$ cat src/rtl/alu_serial.sv
// alu_serial: multi-cycle ALU that processes SLICE bits per clock with a
// registered ripple carry between slices. Operands enter and results leave
// over valid/ready handshakes.
// Optional status flags are enabled with the ALU_FLAGS_EN macro. When it is
// undefined, carry, overflow and zero are tied low.

// One bit of the ALU datapath: a full adder for ADD/SUB/SLT, plus the
// bitwise logic ops.
module alu_serial_bit (
  input  logic [2:0] op,
  input  logic       a,
  input  logic       b,
  input  logic       ci,
  output logic       r,
  output logic       co
);
  localparam logic [2:0] OP_ADD = 3'd0, OP_SUB = 3'd1, OP_SLT = 3'd2, OP_XOR = 3'd3,
                         OP_AND = 3'd4, OP_NAND = 3'd5, OP_NOR = 3'd6, OP_OR = 3'd7;

  logic bx;

  // SUB and SLT add the inverted b; the +1 arrives through the carry chain.
  always_comb begin
    bx = b ^ ((op == OP_SUB) || (op == OP_SLT));
    r  = 1'b0;
    co = 1'b0;
    case (op)
      OP_ADD, OP_SUB, OP_SLT: begin
        r  = a ^ bx ^ ci;
        co = (a & bx) | (a & ci) | (bx & ci);
      end
      OP_XOR:  r = a ^ b;
      OP_AND:  r = a & b;
      OP_NAND: r = ~(a & b);
      OP_NOR:  r = ~(a | b);
      OP_OR:   r = a | b;
      default: r = 1'b0;
    endcase
  end
endmodule

module alu_serial #(
  parameter int WIDTH = 32,
  parameter int SLICE = 8
) (
  input  logic             clk,
  input  logic             reset,
  input  logic             in_valid,
  output logic             in_ready,
  input  logic [2:0]       op,
  input  logic [WIDTH-1:0] a,
  input  logic [WIDTH-1:0] b,
  output logic             out_valid,
  input  logic             out_ready,
  output logic [WIDTH-1:0] result,
  output logic             carry,
  output logic             overflow,
  output logic             zero
);
  localparam int N  = WIDTH / SLICE;
  localparam int CW = (N > 1) ? $clog2(N) : 1;

  localparam logic [2:0] OP_ADD = 3'd0, OP_SUB = 3'd1, OP_SLT = 3'd2;

  typedef enum logic [1:0] {S_IDLE, S_RUN, S_DONE} state_t;

  state_t          state_q, state_d;
  logic            rdy_q, rdy_d;
  logic [WIDTH-1:0] a_q, a_d, b_q, b_d, res_q, res_d;
  logic [2:0]      op_q, op_d;
  logic [CW-1:0]   cnt_q, cnt_d;
  logic            cy_q, cy_d;

  // Slice datapath.
  int               idx;
  logic [SLICE-1:0] sa, sb, sr;
  logic [SLICE:0]   ch;
  logic             last, ovf_raw;
  logic [WIDTH-1:0] res_slice, res_fin;

  assign idx     = int'(cnt_q) * SLICE;
  assign sa      = a_q[idx +: SLICE];
  assign sb      = b_q[idx +: SLICE];
  assign ch[0]   = cy_q;
  assign last    = (cnt_q == CW'(N - 1));
  assign ovf_raw = ch[SLICE] ^ ch[SLICE-1];

  for (genvar i = 0; i < SLICE; i++) begin : g_bit
    alu_serial_bit u_bit (
      .op (op_q),
      .a  (sa[i]),
      .b  (sb[i]),
      .ci (ch[i]),
      .r  (sr[i]),
      .co (ch[i+1])
    );
  end

  // Merge the current slice into the result. On the last slice, SLT replaces
  // the whole result with the overflow-corrected sign of a-b.
  always_comb begin
    res_slice = res_q;
    res_slice[idx +: SLICE] = sr;
    res_fin = res_slice;
    if (op_q == OP_SLT) begin
      res_fin    = '0;
      res_fin[0] = sr[SLICE-1] ^ ovf_raw;
    end
  end

  // Control FSM next state: accept in IDLE, one slice per cycle in RUN, and
  // hold the result in DONE until it is consumed.
  always_comb begin
    state_d = state_q;
    a_d     = a_q;
    b_d     = b_q;
    op_d    = op_q;
    cnt_d   = cnt_q;
    cy_d    = cy_q;
    res_d   = res_q;
    case (state_q)
      S_IDLE: begin
        if (in_valid && rdy_q) begin
          a_d     = a;
          b_d     = b;
          op_d    = op;
          cnt_d   = '0;
          cy_d    = (op == OP_SUB) || (op == OP_SLT);
          state_d = S_RUN;
        end
      end
      S_RUN: begin
        cy_d  = ch[SLICE];
        cnt_d = cnt_q + CW'(1);
        if (last) begin
          res_d   = res_fin;
          state_d = S_DONE;
        end else begin
          res_d   = res_slice;
        end
      end
      S_DONE: begin
        if (out_ready) state_d = S_IDLE;
      end
      default: state_d = S_IDLE;
    endcase
    // in_ready is registered so it stays low while reset is high and does not
    // depend combinationally on any input.
    rdy_d = (state_d == S_IDLE);
  end

  // Control and datapath registers.
  always_ff @(posedge clk or posedge reset) begin
    if (reset) begin
      state_q <= S_IDLE;
      rdy_q   <= 1'b0;
      a_q     <= '0;
      b_q     <= '0;
      op_q    <= '0;
      cnt_q   <= '0;
      cy_q    <= 1'b0;
      res_q   <= '0;
    end else begin
      state_q <= state_d;
      rdy_q   <= rdy_d;
      a_q     <= a_d;
      b_q     <= b_d;
      op_q    <= op_d;
      cnt_q   <= cnt_d;
      cy_q    <= cy_d;
      res_q   <= res_d;
    end
  end

  assign in_ready  = rdy_q;
  assign out_valid = (state_q == S_DONE);
  assign result    = res_q;

`ifdef ALU_FLAGS_EN
  logic carry_q, carry_d, ovf_q, ovf_d, zero_q, zero_d;
  logic is_addsub;

  assign is_addsub = (op_q == OP_ADD) || (op_q == OP_SUB);

  // Flags are latched together with the final slice. Only ADD and SUB report
  // carry and overflow.
  always_comb begin
    carry_d = carry_q;
    ovf_d   = ovf_q;
    zero_d  = zero_q;
    if (state_q == S_RUN && last) begin
      carry_d = is_addsub & ch[SLICE];
      ovf_d   = is_addsub & ovf_raw;
      zero_d  = (res_fin == '0);
    end
  end

  // Flag registers.
  always_ff @(posedge clk or posedge reset) begin
    if (reset) begin
      carry_q <= 1'b0;
      ovf_q   <= 1'b0;
      zero_q  <= 1'b0;
    end else begin
      carry_q <= carry_d;
      ovf_q   <= ovf_d;
      zero_q  <= zero_d;
    end
  end

  assign carry    = carry_q;
  assign overflow = ovf_q;
  assign zero     = zero_q;
`else
  assign carry    = 1'b0;
  assign overflow = 1'b0;
  assign zero     = 1'b0;
`endif
endmodule

$ cat config.mk
export PLATFORM = sky130hd
export DESIGN_NAME = alu_serial
export DESIGN_NICKNAME = d
export VERILOG_FILES = /design/src/rtl/alu_serial.sv
export SDC_FILE = /design/constraint.sdc
export NUM_CORES = 1
export LEC_CHECK = 0
export CAP_MARGIN = 20
export CORE_MARGIN = 5
export CORE_UTILIZATION = 40
export CTS_BUF_LIST = sky130_fd_sc_hd__clkbuf_8
export CTS_CLUSTER_DIAMETER = 200
export CTS_CLUSTER_SIZE = 10
export DETAILED_ROUTE_END_ITERATION = 10
export GPL_TIMING_DRIVEN = 0
export SETUP_SLACK_MARGIN = 0.1
export SLEW_MARGIN = 20
export SYNTH_ARGS = -nofsm -noshare
export SYNTH_HDL_FRONTEND = slang
export SYNTH_SLANG_ARGS = --single-unit
$ cat constraint.sdc
create_clock -name clk -period 11.4 [get_ports clk]
set_clock_uncertainty 0.2 [all_clocks]
set_input_delay 3.42 -clock clk [delete_from_list [all_inputs] [get_ports clk]]
set_output_delay 3.42 -clock clk [all_outputs]
set_load 0.1 [all_outputs]
==> results.py, run 1 <==
metrics = {
    "power_and_ir_drop": {
        "p_sw_share_pct": 49.5,
        "seqPwrFrac_pct": 25.1,
        "clkPwrFrac_pct": 10.2,
        "power_uw": 2400,
        "ir_worst_vdd_uv": 127,
        "p_int_uw": 1210,
        "p_per_area_nw_per_um2": 340,
        "switchingPower_uw": 1190,
        "leakage_uw": 0.00339,
        "p_comb_share_pct": 64.7,
    },
    "timing": {
        "setup_viol_count_final": 0,
        "rsz0062_at_grt": "no",
        "finalMaxSlewViolations": 0,
        "finalHoldViolCount": 0,
        "slew_headroom_pct": 34.8,
        "period_share_pct": 57.4,
        "tightest_slew_ns": 0.974,
        "max_freq_ghz": 0.153,
        "fin_tns_setup_ns": 0,
        "final.min_clock_period_ns": 6.54,
    },
    "grt": {
        "antenna_found_initial": 0,
        "grt_pass1_wl_mm": 23.4,
        "grt_overflow": 0,
        "grt.total_usage_pct": 18.2,
        "grt_pass1_vias": 4482,
        "grt_max_degree": 71,
    },
    "clocking": {
        "clock-sinks": 105,
        "root_buffer": "clkbuf_8",
        "clk_latency_ns": 0.39,
        "cts_resized": 0,
        "htreeDepth": 3,
        "cts-hold-fix-buffers": 0,
        "cts_buffers": 9,
        "cts_setup_buffers": 0,
        "cts_tree": "built",
        "clkTransAtPathRegs_ns": 0.11,
        "ctsLongestPathBuffers": 2,
    },
    "critical_path": {
        "path_cells": "buf_2 > buf_2 > mux4_2 > inv_1 > fa_1 > nor2b_1 > fa_1 > and2_1 > fa_1 > and2_1 > fa_1 > and2_1 > fa_1 > and2_1 > fa_1 > and2_1 > fa_1 > and2_1 > fa_1 > mux2i_1 > mux2i_1 > a22o_1",
        "worstPathMaxFanout": 10,
        "crit_type": "reg2reg",
        "arrival_ns": 6.62,
        "cp.required_ns": 11.48,
        "cp-start-kind": "register",
        "crit_path_frequent_cell": "fa_1",
        "worst_setup_path_end_kind": "register",
        "slowest_delay_ns": 0.53,
        "crit_slowest_cell": "dfrtp_1",
    },
    "synthesis": {
        "ys_seq_area_share_pct": 47.4,
        "synthesis.area_sq_um": 5550,
        "ys_ff_latch": 105,
        "synth_flop_cell": "dfrtp_1",
        "syn-mean-instance-area_sq_um": 10.0,
        "synth-edff-count": 0,
        "yosysWarnings": 0,
        "synth_cells": 552,
        "ys_async_sr_fraction_pct": 100,
        "yosysUniqueCellTypes": 45,
    },
    "place": {
        "post-place-cells": 839,
        "port_buffers": 104,
        "gp_congestion": 0.817,
        "dpl.hpwl_mm": 11.1,
    },
    "cells_and_area": {
        "syn_to_final_growth_pct": 27.4,
        "drive_gt1_share_pct": 9.04,
        "antennaDiodeCount": 0,
        "instances_no_fill": 855,
        "fin_nets": 771,
    },
    "run_status": {
        "status": "complete, no violations",
    },
    "detailed_routing": {
        "num_vias": 4278,
        "postRouteAntennaNets": 0,
        "via_per_inst": 5.00,
        "drc": 0,
        "wirelength_mm": 14.2,
        "dr.pass1.iters": 4,
        "drtIter0Drc": 277,
        "wire_per_inst_um": 16.6,
    },
    "floorplanning": {
        "core_sq_um": 13700,
        "start_util_pct": 40.4,
        "io_pins": 108,
        "die_x_um": 128,
        "rows": 43,
        "fp.dieArea_sq_um": 16300,
        "die_y_um": 128,
    },
    "min_path": {
        "hold_path_class": "reg2reg",
    },
    "job": {
        "cap_violations": 0,
    },
}
==> cell families (layout without fill, tap and decap cells) <==
logic type	Yosys count	count (layout)	share of synthesized area [%]
AOI/OAI and AO/OA	70	70	10.0
xor gates and xnor gates	13	13	2.05
muxes	27	27	8.50
buffers and inverters	64	185	5.62
adders and majority gates	30	30	7.85
and+or+nand+nor	242	242	18.5
other	1	3	0.0676
DFF	105	105	47.4
==> cell usage in the layout, fill, tap and decap left out, types with 3 or more instances in the layout <==
cell | synthesis | final
o21ai_1 | 4 | 4
buf_4 | 4 | 4
nor2_1 | 8 | 8
clkbuf_1 | 17 | 17
conb_1 | 1 | 3
xnor2_1 | 11 | 11
a32o_1 | 3 | 3
a21oi_1 | 8 | 8
nor3_1 | 3 | 3
buf_6 | 6 | 6
inv_1 | 28 | 27
a2bb2oi_1 | 6 | 6
dfrtp_1 | 105 | 105
mux2i_1 | 10 | 10
nand2_1 | 206 | 206
and2_1 | 6 | 6
fa_1 | 8 | 8
mux4_2 | 16 | 16
ha_1 | 22 | 22
a22o_1 | 28 | 28
a22oi_1 | 6 | 6
clkdlybuf4s50_1 | 0 | 104
nor2b_1 | 5 | 5
clkbuf_8 | 0 | 10
o31a_1 | 6 | 6
buf_2 | 9 | 9
==> metrics by stage <==
stage                     cell area, sq um  worst slack, ns  hold slack [ns]  util, %
after detailed placement              6850             4.87            0.258     49.9
after global placement                6820             3.49            0.255     49.7
after floorplan                       5550             5.02            0.240        -
after CTS                             7060             4.81            0.284     51.5
after global routing                  7060             4.45            0.306     51.5
final                                 7060             4.86            0.281     51.5
==> critical path, delay by kind of cell (launching register included) <==
family	cells	cell delay [ns]
AOI/OAI and AO/OA	1	0.26
adders and majority gates	8	2.80
buffers and inverters	3	0.84
DFF	1	0.53
muxes	3	0.80
and+or+nand+nor	7	1.01
==> state kept, by name, summed over array words and instances (netlist names) <==
| register | flops |
|---|---|
| result | 32 |
| in_ready | 1 |
| cy_q | 1 |
| op_q | 3 |
| a_q | 32 |
| state_q | 2 |
| b_q | 32 |
| cnt_q | 2 |
==> cell usage after synthesis (4+ instances only) <==
cell	count	area, sq um
nor2_1	8	30.0
xnor2_1	11	96.3
fa_1	8	160
clkbuf_1	17	63.8
buf_2	9	45.0
buf_6	6	67.6
and2_1	6	37.5
a2bb2oi_1	6	52.6
ha_1	22	275
nor2b_1	5	31.3
nand2_1	206	773
mux2i_1	10	100
a22o_1	28	245
mux4_2	16	360
inv_1	28	105
a21oi_1	8	40.0
o31a_1	6	52.6
a22oi_1	6	45.0
o21ai_1	4	20.0
dfrtp_1	105	2630
buf_4	4	30.0
==> power groups by stage <==
stage               combinational, uW  sequential, uW  clock [uW]
floorplan                         968             803           0
global placement                 1520             606           0
detailed placement               1560             611           0
CTS                              1570             603         251
global route                     1720             621         269
finish                           1550             603         246
==> per-layer routing <==
metal	part of all wire, %	GRT usage, %
met5	0	0
met4	1.1	4.68
met3	6.1	4.17
met2	48	29.5
met1	45	24.8
==> layout make-up <==
class                      instances  area [sq um]
clock buffer                      10           138
inverter                          28           110
timing repair buffer             105          1070
sequential                       105          2630
clock inverter                     6          73.8
buffer                            36           206
tap                              180           225
multi-input combinational        385          2620
fill                            1290          6660
==> final timing paths <==
| check | start | to | slack (ns) | cells after the start |
|---|---|---|---|---|
| worst min-delay path | b_q[22]$_DFFE_PP0P_ | b_q[22]$_DFFE_PP0P_ | 0.28 | 2 |
| worst min register to register | b_q[22]$_DFFE_PP0P_ | b_q[22]$_DFFE_PP0P_ | 0.28 | 2 |
| worst max-delay path | cnt_q[0]$_DFFE_PP0P_ | result[31]$_DFFE_PP0P_ | 4.86 | 22 |
| worst max register to register | cnt_q[0]$_DFFE_PP0P_ | result[31]$_DFFE_PP0P_ | 4.86 | 22 |
| min in group asynchronous | reset | cy_q$_DFFE_PP0P_ | 3.20 | 2 |
| max in group asynchronous | reset | in_ready$_DFF_PP0_ | 7.16 | 3 |
(Power assumes the default switching activity.)
==> run 2: changes to the inputs <==
- PLACE_DENSITY: not set -> 0.67
- clock period: 11.4 -> 5.4 ns (I/O delays scaled with it)
==> results.py, run 2 (synthesis results as in run 1) <==
metrics = {
    "timing": {
        "final.min_clock_period_ns": 5.72,
        "tightest_slew_ns": 0.978,
        "finalHoldViolCount": 0,
        "finalMaxSlewViolations": 0,
        "setup_slack_ns": -0.319,
        "max_freq_ghz": 0.175,
        "setup_viol_count_final": 5,
        "slew_headroom_pct": 34.6,
        "period_share_pct": 106,
        "fin_hold_ws_ns": 0.282,
        "rsz0062_at_grt": "yes",
    },
    "critical_path": {
        "path_cells": "buf_12 > mux4_2 > xnor2_2 > fa_2 > nor2b_2 > fa_2 > and2_4 > fa_2 > and2_4 > fa_2 > and2_4 > fa_2 > and2_4 > fa_2 > and2_4 > fa_2 > and2_4 > fa_2 > xor2_1 > nand2_1 > xnor2_1 > a311oi_1",
        "crit_path_frequent_cell": "fa_2",
        "slowest_delay_ns": 0.55,
        "critical_path_buf_inv_count": 1,
        "arrival_ns": 5.79,
        "cp-start-kind": "register",
        "critical-path-top-delay-family": "adder cells",
        "crit_type": "reg2reg",
        "worstPathMaxFanout": 4,
        "cp.required_ns": 5.48,
        "crit_slowest_cell": "mux4_2",
        "worst_setup_path_end_kind": "register",
        "reg2reg_slack_ns": -0.32,
    },
    "clocking": {
        "clk_latency_ns": 0.38,
        "cts_tree": "built",
        "clock-sinks": 105,
        "root_buffer": "clkbuf_8",
        "cts_buffers": 9,
        "htreeDepth": 3,
        "ctsLongestPathBuffers": 2,
        "clkTransAtPathRegs_ns": 0.10,
    },
    "grt": {
        "grt_overflow": 0,
        "grt.total_usage_pct": 18.2,
        "grt_max_degree": 74,
        "grt_pass1_vias": 4621,
        "antenna_found_initial": 0,
        "grt_pass1_wl_mm": 23.8,
    },
    "detailed_routing": {
        "wire_per_inst_um": 16.7,
        "via_per_inst": 5.03,
        "num_vias": 4359,
        "dr.pass1.iters": 4,
        "postRouteAntennaNets": 0,
        "wirelength_mm": 14.4,
        "drc": 0,
        "drtIter0Drc": 175,
    },
    "floorplanning": {
        "core_sq_um": 13700,
        "fp.dieArea_sq_um": 16300,
        "die_y_um": 128,
        "die_x_um": 128,
        "start_util_pct": 40.4,
        "io_pins": 108,
        "rows": 43,
    },
    "cells_and_area": {
        "layout_commonest_cell": "nand2_1",
        "nFillCells": 1252,
        "fin_nets": 783,
        "antennaDiodeCount": 0,
        "most-common-layout-cells": "206 x nand2_1, 104 x dfrtp_1, 104 x clkdlybuf4s50_1",
        "drive_gt1_share_pct": 14.4,
        "syn_to_final_growth_pct": 31.9,
    },
    "place": {
        "dpl.hpwl_mm": 10.7,
        "gp_congestion": 0.837,
        "port_buffers": 104,
    },
    "job": {
        "cap_violations": 0,
    },
    "min_path": {
        "hold_path_class": "reg2reg",
    },
    "run_status": {
        "status": "finished with violations",
        "violations": "negative setup slack",
    },
}
-- run 2: cell types whose count changed in the layout (fill, tap and decap cells not counted), sizes merged --
cell and delta:
bufinv +1, inv +2, buf +12, clkbuf -1, clkinvlp -2
-- run 2: worst reg2reg max path, cell delays in order (launching register included) --
cell,delay (ns)
dfrtp_2,0.42
buf_12,0.12
mux4_2,0.56
xnor2_2,0.17
fa_2,0.21
nor2b_2,0.04
fa_2,0.32
and2_4,0.14
fa_2,0.32
and2_4,0.14
fa_2,0.32
and2_4,0.14
fa_2,0.32
and2_4,0.14
fa_2,0.32
and2_4,0.14
fa_2,0.35
and2_4,0.15
fa_2,0.35
xor2_1,0.18
nand2_1,0.09
xnor2_1,0.18
a311oi_1,0.29
-- run 2: final cells by class --
class	instances	area [sq um]	area share (%)
clock buffers	9	124	1.69
well taps	180	225	3.08
inverters	28	110	1.50
plain buffers	36	241	3.30
repair buffers	117	1160	15.8
clock inverters	7	106	1.45
flip-flops and latches	105	2630	35.9
multi-input cells	385	2720	37.2
-- run 2: stage by stage --
step	TNS [ns]	util [%]	cell area [sq um]	worst slack [ns]	instances
after CTS	-1.29	53.0	7270	-0.311	866
final	-1.20	53.3	7320	-0.319	867
after detailed placement	-4.41	50.4	6910	-0.624	839
after global placement	-67.97	50.2	6880	-0.932	838
after floorplan	-0.782	-	5610	-0.178	554
after global routing	-2.00	53.3	7320	-0.472	867
-- run 2: final timing paths --
kind                            cells past startpoint                  from                    end
worst min register to register                      2    b_q[6]$_DFFE_PP0P_     b_q[6]$_DFFE_PP0P_
max in group asynchronous                           3                 reset     b_q[2]$_DFFE_PP0P_
min in group asynchronous                           2                 reset  result[0]$_DFFE_PP0P_
worst max-delay path                               22  cnt_q[0]$_DFFE_PP0P_  result[0]$_DFFE_PP0P_
worst min-delay path                                2    b_q[6]$_DFFE_PP0P_     b_q[6]$_DFFE_PP0P_
worst max register to register                     22  cnt_q[0]$_DFFE_PP0P_  result[0]$_DFFE_PP0P_
-- run 2: per-layer routing --
metal  vias to the layer above  GRT usage, %  routed length [um]
met3                        15          3.58                 842
met4                         0          4.93                 247
met2                       135          30.6                6930
li1                       2085             -                   -
met5                         -             0                   0
met1                      2124          24.2                6420
-- run 2: repair_timing --
item,in CTS,in global routing
setup endpoints to repair,10,10
buffers inserted,11,1
gates resized for setup,11,8
hold buffers,0,0
pin swaps,8,4
Power of run 2 is not shown: default switching activity piles up to over one toggle a cycle in this logic, so the estimate is an artifact.
==> run 3: changes to the inputs <==
- CORE_MARGIN: 5 -> 3
- SETUP_SLACK_MARGIN: 0.1 -> not set
==> results.py, run 3 (synthesis results as in run 1) <==
metrics = {
    "grt": {
        "grt_pass1_vias": 4509,
        "grt_pass1_wl_mm": 22.9,
        "grt_max_degree": 74,
        "grt_overflow": 0,
        "grt.total_usage_pct": 19.7,
        "antenna_found_initial": 0,
    },
    "timing": {
        "finalHoldViolCount": 0,
        "fin_tns_setup_ns": -1.18,
        "max_freq_ghz": 0.175,
        "finalMaxSlewViolations": 0,
        "setup_viol_count_final": 5,
        "period_share_pct": 106,
        "tightest_slew_ns": 0.990,
        "final.min_clock_period_ns": 5.70,
        "slew_headroom_pct": 33.8,
        "setup_slack_ns": -0.303,
        "rsz0062_at_grt": "yes",
    },
    "min_path": {
        "hold_path_class": "reg2reg",
        "min_path_cells": 2,
    },
    "place": {
        "port_buffers": 104,
        "dpl.hpwl_mm": 10.5,
        "post-place-cells": 835,
        "gp_congestion": 0.851,
        "dpl_worst_slack_ns": -0.650,
        "place_area_sq_um": 6910,
    },
    "floorplanning": {
        "rows": 42,
        "die_x_um": 124,
        "die_y_um": 124,
        "start_util_pct": 41.4,
        "fp.dieArea_sq_um": 15300,
        "io_pins": 108,
        "core_sq_um": 13400,
    },
    "critical_path": {
        "cp.required_ns": 5.48,
        "cp-start-kind": "register",
        "arrival_ns": 5.79,
        "crit_type": "reg2reg",
        "r2r_cells": 22,
        "worstPathMaxFanout": 4,
        "worst_setup_path_end_kind": "register",
    },
    "clocking": {
        "root_buffer": "clkbuf_8",
        "clock-sinks": 105,
        "ctsLongestPathBuffers": 2,
        "clk_latency_ns": 0.38,
        "cts-hold-fix-buffers": 0,
        "cts_buffers": 9,
        "cts_tree": "built",
        "htreeDepth": 3,
        "clkTransAtPathRegs_ns": 0.10,
    },
    "cells_and_area": {
        "most-common-layout-cells": "206 x nand2_1, 104 x dfrtp_1, 104 x clkdlybuf4s50_1",
        "layout_commonest_cell": "nand2_1",
        "antennaDiodeCount": 0,
        "instances_no_fill": 858,
        "drive_gt1_share_pct": 13.0,
        "fin_area_sq_um": 7220,
        "fin_nets": 780,
        "syn_to_final_growth_pct": 30.1,
    },
    "job": {
        "cap_violations": 0,
    },
    "run_status": {
        "status": "finished with violations",
        "violations": "negative setup slack",
    },
    "detailed_routing": {
        "postRouteAntennaNets": 0,
        "drc": 0,
        "num_vias": 4400,
        "wirelength_mm": 14.3,
        "drtIter0Drc": 233,
        "dr.pass1.iters": 4,
        "wire_per_inst_um": 16.6,
        "via_per_inst": 5.13,
    },
}
-- run 3: path summary, 6_finish.rpt --
check,slack [ns],to,startpoint
min reg2reg,0.28,a_q[7]$_DFFE_PP0P_,a_q[7]$_DFFE_PP0P_
min in group asynchronous,1.37,result[23]$_DFFE_PP0P_,reset
max reg2reg,-0.30,result[0]$_DFFE_PP0P_,cnt_q[0]$_DFFE_PP0P_
max in group asynchronous,2.97,b_q[13]$_DFFE_PP0P_,reset
min,0.28,a_q[7]$_DFFE_PP0P_,a_q[7]$_DFFE_PP0P_
max,-0.30,result[0]$_DFFE_PP0P_,cnt_q[0]$_DFFE_PP0P_
-- run 3: layout make-up --
class,count,area (sq um)
fill,1260,6180
multi-input combinational,385,2720
sequential,105,2630
timing repair buffer,114,1140
buffer,36,245
tap,176,220
clock buffer,10,138
inverter,28,110
clock inverter,4,22.5
-- run 3: what timing repair did --
item,CTS,global route
endpoints found under the setup margin,10,9
pin swaps,7,1
gates resized for setup,11,5
buffers inserted,9,0
-- run 3: stage by stage --
stage / hold WS (ns) / util [%]
floorplan: 0.240 / -
global placement: 0.253 / 51.3
detailed placement: 0.260 / 51.6
CTS: 0.282 / 53.6
global route: 0.301 / 53.8
finish: 0.280 / 53.8
-- run 3: worst max-delay path, stage by stage (launching register included) --
cell and delay, ns:
dfrtp_2 0.43, buf_12 0.12, mux4_2 0.54, xnor2_2 0.17
fa_2 0.21, nor2b_1 0.05, fa_2 0.32, and2_4 0.14
fa_2 0.32, and2_4 0.14, fa_2 0.31, and2_4 0.14
fa_2 0.33, and2_4 0.15, fa_2 0.33, and2_4 0.15
fa_2 0.33, and2_4 0.15, fa_2 0.35, xor2_1 0.16
nand2_1 0.09, xnor2_1 0.19, a311oi_2 0.26
-- run 3: routing by layer --
layer | GRT usage [%] | share of wire [%] | vias to the layer above
met1 | 25.5 | 43 | 2160
li1 | - | - | 2084
met4 | 6.99 | 1.6 | 0
met3 | 2.59 | 4.7 | 16
met5 | 0 | 0 | -
met2 | 34.1 | 50 | 140
Power of run 3 is left out for the same reason.
